===== src/rtl/poly_byte_encode_pkg.sv =====
// Shared ML-KEM types and constants for the polynomial byte encoder.
package TYPES_KEM;

    localparam int ML_KEM_N = 256;
    localparam int ML_KEM_Q = 3329;

    typedef logic [11:0] coef_t;

    typedef enum logic [1:0] {
        IDLE,
        ACTIVE,
        DONE
    } enc_state_t;

endpackage


===== src/rtl/poly_byte_encode_cond_sub_q.sv =====
// Single conditional subtraction of q, folding [q, 4096) back into canonical range.
module cond_sub_q
    import TYPES_KEM::*;
(
    input  coef_t coef,
    output coef_t reduced
);

    // Subtract q once when the value is at or above q.
    always_comb begin
        reduced = coef;
        if (coef >= coef_t'(ML_KEM_Q)) begin
            reduced = coef - coef_t'(ML_KEM_Q);
        end
    end

endmodule


===== src/rtl/poly_byte_encode.sv =====
// ByteEncode_D: packs 256 D-bit coefficients LSB-first into 64-bit words.
// Optional macro POLY_BYTE_ENCODE_MODQ_EN reduces each coefficient mod q
// (single conditional subtract) before packing when D is 12.
module poly_byte_encode
    import TYPES_KEM::*;
#(
    parameter int D     = 12,
    parameter int OUT_W = 64
) (
    input  logic             clk_i,
    input  logic             rst_n_i,
    input  logic             run_i,
    input  logic [11:0]      coef_i,
    input  logic             coef_valid_i,
    output logic             coef_ready_o,
    output logic [OUT_W-1:0] data_o,
    output logic             valid_o,
    input  logic             ready_i,
    output logic             busy_o,
    output logic             done_o
);

    localparam int         BUF_W     = OUT_W + D;
    localparam logic [5:0] LAST_WORD = 6'(4 * D - 1);
    localparam logic [6:0] WORD_BITS = 7'(OUT_W);

    enc_state_t       state_q, state_d;
    logic [BUF_W-1:0] buf_q, buf_d, buf_popped;
    logic [6:0]       fill_q, fill_d, fill_popped;
    logic [8:0]       coef_cnt_q, coef_cnt_d;
    logic [5:0]       word_cnt_q, word_cnt_d;
    logic             active, pop, push, start;
    coef_t            packed_coef;
    logic [D-1:0]     coef_bits;

`ifdef POLY_BYTE_ENCODE_MODQ_EN
    generate
        if (D == 12) begin : g_modq
            coef_t reduced;
            cond_sub_q u_cond_sub_q (
                .coef    (coef_i),
                .reduced (reduced)
            );
            assign packed_coef = reduced;
        end else begin : g_raw
            assign packed_coef = coef_i;
        end
    endgenerate
`else
    assign packed_coef = coef_i;
`endif

    assign coef_bits = packed_coef[D-1:0];

    assign active = (state_q == ACTIVE);
    assign start  = (state_q == IDLE) && run_i;
    assign pop    = valid_o && ready_i;
    assign push   = coef_ready_o && coef_valid_i;

    assign valid_o      = active && (fill_q >= WORD_BITS);
    assign coef_ready_o = active && (coef_cnt_q < 9'(ML_KEM_N))
                          && ((fill_q < WORD_BITS) || ready_i);
    assign data_o       = buf_q[OUT_W-1:0];
    assign busy_o       = (state_q != IDLE);
    assign done_o       = (state_q == DONE);

    // Next FSM state: leave ACTIVE on the handshake of the last word.
    always_comb begin
        state_d = state_q;
        case (state_q)
            IDLE:    if (run_i) state_d = ACTIVE;
            ACTIVE:  if (pop && (word_cnt_q == LAST_WORD)) state_d = DONE;
            DONE:    state_d = IDLE;
            default: state_d = IDLE;
        endcase
    end

    // FSM state register.
    always_ff @(posedge clk_i) begin
        if (!rst_n_i) begin
            state_q <= IDLE;
        end else begin
            state_q <= state_d;
        end
    end

    // Buffer update: pop the low word first, then append the new coefficient.
    always_comb begin
        buf_popped  = pop ? (buf_q >> OUT_W) : buf_q;
        fill_popped = pop ? (fill_q - WORD_BITS) : fill_q;
        buf_d       = buf_popped;
        fill_d      = fill_popped;
        coef_cnt_d  = coef_cnt_q;
        word_cnt_d  = word_cnt_q;
        if (push) begin
            buf_d      = buf_popped | ({{OUT_W{1'b0}}, coef_bits} << fill_popped);
            fill_d     = fill_popped + 7'(D);
            coef_cnt_d = coef_cnt_q + 9'd1;
        end
        if (pop) begin
            word_cnt_d = word_cnt_q + 6'd1;
        end
        if (start) begin
            buf_d      = '0;
            fill_d     = '0;
            coef_cnt_d = '0;
            word_cnt_d = '0;
        end
    end

    // Bit buffer and counter registers.
    always_ff @(posedge clk_i) begin
        if (!rst_n_i) begin
            buf_q      <= '0;
            fill_q     <= '0;
            coef_cnt_q <= '0;
            word_cnt_q <= '0;
        end else begin
            buf_q      <= buf_d;
            fill_q     <= fill_d;
            coef_cnt_q <= coef_cnt_d;
            word_cnt_q <= word_cnt_d;
        end
    end

endmodule


===== config.mk =====
export PLATFORM = sky130hd
export DESIGN_NAME = poly_byte_encode
export DESIGN_NICKNAME = d
export VERILOG_FILES = /design/src/rtl/poly_byte_encode_pkg.sv /design/src/rtl/poly_byte_encode_cond_sub_q.sv /design/src/rtl/poly_byte_encode.sv
export SDC_FILE = /design/constraint.sdc
export NUM_CORES = 1
export LEC_CHECK = 0
export CAP_MARGIN = 20
export CORE_AREA = 8 8 117 119
export DETAILED_ROUTE_END_ITERATION = 8
export DIE_AREA = 0 0 125 127
export GPL_TIMING_DRIVEN = 0
export SYNTH_ARGS = -nofsm -noshare
export SYNTH_HDL_FRONTEND = slang
export SYNTH_HIERARCHICAL = 1
export SYNTH_SLANG_ARGS = --single-unit

===== constraint.sdc =====
create_clock -name clk_i -period 2.25 [get_ports clk_i]
set_input_delay 0.3375 -clock clk_i [delete_from_list [all_inputs] [get_ports clk_i]]
set_output_delay 0.3375 -clock clk_i [all_outputs]
set_load 0.01 [all_outputs]

==> metrics.md, run 1 <==
| Metric | Value |
|---|---|
| Outcome | `complete, no violations` |
| Post-cts hold buffer count | `0` |
| Critical Path RT | `about 1900 ps` |
| RSZ-0062 raised after global routing | `no` |
| Reg2reg setup slack | `between 200 and 250 ps` |
| Max H-tree Level | `3` |
| Reg2Reg Depth | `8` |
| Core area | `approximately 0.012 mm^2` |
| Fmax | `0.4653 GHz` |
| Setup tns final | `0 ps` |
| Post-Syn Area | `approximately 0.0046 mm^2` |
| Distinct cells, synth | `46` |
| Antenna violations before repair | `0` |
| Multi-input gate area | `just under 0.002 mm^2` |
| Setup bufs post-CTS | `0` |
| CTS root buf | `clkbuf_16` |
| Fin nets | `637` |
| Total CTS buffers | `9` |
| Post-CTS Resized | `0` |
| TritonCTS sink count | `between 90 and 100` |
| Post-DP Area | `approximately 0.0056 mm^2` |
| Sequential share of the synthesized area | `between 40% and 50%` |
| Starting Density | `38.85%` |
| PwrDens | `approximately 600 mW/mm^2` |
| Slew Limit Fails | `0` |
| Arrival @ worst endpoint | `about 1800 ps` |
| Final Hold Viols | `0` |
| Worst hold endpoint | `buf_q[38]` |
| Reg2reg start | `fill_q[2]` |
| GP Congestion | `approximately 0.9` |
| First-pass GRT wire length | `~22 mm` |
| Startpoint class of the critical path | `input port` |
| Storage element area | `slightly below 0.002 mm^2` |
| Setup CP Type | `input port to output pin` |
| Layout cells sized above 1 | `roughly 17%` |
| Actual slew at the worst max-slew pin | `a little under 800 ps` |
| Final worst setup slack | `about 100 ps` |
| Mean Syn Cell Area | `around 9 um^2` |
| Fin Hold WS | `around 460 ps` |
| Layout fillers | `approximately 1,100` |
| Final period demand of the worst path | `2149 ps` |
| Worst setup EP type | `output pin` |
| Pleak | `approximately 0.0021 uW` |
| Total grt overflow | `0` |
| Vias | `approximately 4,000` |
| IO buf count | `84` |
| DRT antenna net count | `0` |
| Layout Skew | `between 7 and 8 ps` |
| Die Area | `roughly 0.016 mm^2` |
| Synth Instances | `approximately 520` |
| Rel. slew slack | `roughly 47%` |
| HPWL after DPL | `just over 10 mm` |
| FFs w/ async S/R, synth | `0%` |
| HP Class | `flop to flop` |
| # IOs | `85` |
| Clk_lat worst skew | `340 ps` |
| Die Width | `125 um` |
| Worst Hold Launch | `buf_q[38]` |
| Finished Cell Area | `a little under 0.006 mm^2` |
| Routed len/inst | `between 15 and 20 um` |
| Layout area overhead | `28.25%` |
| Initial drt markers | `250` |
| Place WS | `-60.40 ps` |
| Peak ir drop on the vdd network | `0.2883 mV` |
| Row count | `40` |
| Router iterations before antenna repair | `4` |
| Worst Setup SP | `ready_i` |
| Vias in the first global route | `~4,100` |
| Pin count of the biggest net entering global routing | `15` |
| Post-synth top flop | `dfxtp_1` |
| Syn_nets | `542` |
| Antenna diodes | `0` |
| Max FO, Critical Path | `5` |
| Power Total | `between 3000 and 4000 uW` |
| Yosys warns | `6` |
| Detailed Route WL | `roughly 14 mm` |
| Via density | `~5.3` |
| Final setup fails | `0` |
| # DRC | `0` |
| Worst-path clk slew | `around 60 ps` |
| Synthesized flop and latch total | `slightly below 100` |
| Number of synthesized flops with an enable pin | `0` |
| Hold depth | `2` |
| CTS tree | `done` |
| CTS Buffer Depth | `2` |
| Max-cap violations | `0` |
| Capture point of the worst reg-to-reg path | `fill_q[4]` |
| Chip height | `127 um` |
| Tot GR Track Use | `between 10% and 20%` |
| Period utilization | `a little over nine tenths` |
report_power, final:
| part | switching, uW | total (uW) | internal [uW] |
|---|---|---|---|
| Combinational | 181 | 288 | 107 |
| Sequential | 10.0 | 1760 | 1750 |
| Clock | 627 | 1430 | 798 |
metal layers:
metal	GRT usage, %	up-vias	routed length, um
met5	0	-	0
met4	5.946	0	250
met3	4.451	17	852
met2	28.03	115	6288
met1	21.27	1928	6298
li1	-	1991	-
area by class of cell:
cell class	instances	area share (%)
Clock buffer	12	4.359
Sequential cell	98	33.34
Inverter	6	0.3827
Buffer	98	10.67
Tap cell	147	3.126
Timing Repair Buffer	84	14.29
Multi-Input combinational cell	320	33.57
Clock inverter	3	0.2552
how the worst max path moves through the flow:
stage | end | cells after the start
detailed placement | buf_q[33] | 7
finish | coef_ready_o | 5
global placement | buf_q[33] | 7
global route | coef_ready_o | 5
CTS | coef_ready_o | 5
floorplan | fill_q[4] | 8
synthesized netlist by cell type, drive strengths merged, types with 3 or more instances:
master | n | area (um^2)
dfxtp | 98 | 1962
buf | 78 | 551.8
nor2 | 73 | 276.5
nand2 | 43 | 161.4
a22oi | 32 | 240.2
a32oi | 28 | 245.2
a21oi | 20 | 100.1
clkbuf | 20 | 76.32
nand3 | 18 | 90.09
a31oi | 12 | 75.07
nor3 | 9 | 50.05
nand4 | 8 | 50.05
mux2 | 7 | 78.83
xor2 | 7 | 61.31
and3 | 6 | 37.54
inv | 6 | 22.52
xnor2 | 6 | 52.55
a22o | 4 | 35.03
a32o | 4 | 40.04
and2 | 4 | 25.02
mux2i | 4 | 40.04
nor2b | 4 | 25.02
o21ai | 4 | 20.02
o22ai | 4 | 25.02
ha | 3 | 37.54
nand2b | 3 | 18.77
nor4 | 3 | 63.81
cell usage in the layout (no fill, tap or decap), drive strengths merged, types with 4 or more instances in the layout:
cell type	n
nor3	9
dfxtp	98
nand3	18
xnor2	6
nor2b	4
nand4	8
a22o	4
xor2	7
clkbuf	32
buf	78
inv	6
o21ai	4
a32oi	28
and2	4
nor2	73
clkdlybuf4s50	84
o22ai	4
a32o	4
nand2	43
a21oi	20
and3	6
mux2i	4
a31oi	12
mux2	7
a22oi	32
cell families after synthesis:
logic type | synth area share, %
AOI/OAI and AO/OA | 17.51
adders and majority gates | 0.8182
DFF | 42.76
buffers and inverters | 14.18
xor gates and xnor gates | 2.482
muxes | 2.591
and+or+nand+nor | 19.66
state kept, by name, summed over array words and instances, names as in the netlist:
register    flops
fill_q          5
coef_cnt_q      9
word_cnt_q      6
buf_q          76
state_q         2
per-stage QoR:
step | util (%) | cells
6_report | 49.82 | 768
5_1_grt | 49.82 | 768
4_1_cts | 49.82 | 768
3_5_place_dp | 47.52 | 753
3_3_place_gp | 47.52 | 753
2_1_floorplan | - | 522
critical path, stage by stage:
cell and delay [ps]:
clkdlybuf4s50_1 530, nand2b_1 230, nand2_1 80, nor2_1 100
clkdlybuf4s50_1 540
Note: power is estimated with default switching activity, not from simulation.
==> run 2, diff against run 1 <==
--- a/config.mk
+++ b/config.mk
@@ -5,11 +5,12 @@
 export SDC_FILE = /design/constraint.sdc
 export NUM_CORES = 1
 export LEC_CHECK = 0
-export CAP_MARGIN = 20
+export CAP_MARGIN = 5
 export CORE_AREA = 8 8 117 119
 export DETAILED_ROUTE_END_ITERATION = 8
 export DIE_AREA = 0 0 125 127
 export GPL_TIMING_DRIVEN = 0
+export HOLD_SLACK_MARGIN = 0.03
 export SYNTH_ARGS = -nofsm -noshare
 export SYNTH_HDL_FRONTEND = slang
 export SYNTH_HIERARCHICAL = 1
==> results of run 2 <==
The final DEF is identical to that of run 1; final timing and power are the same.
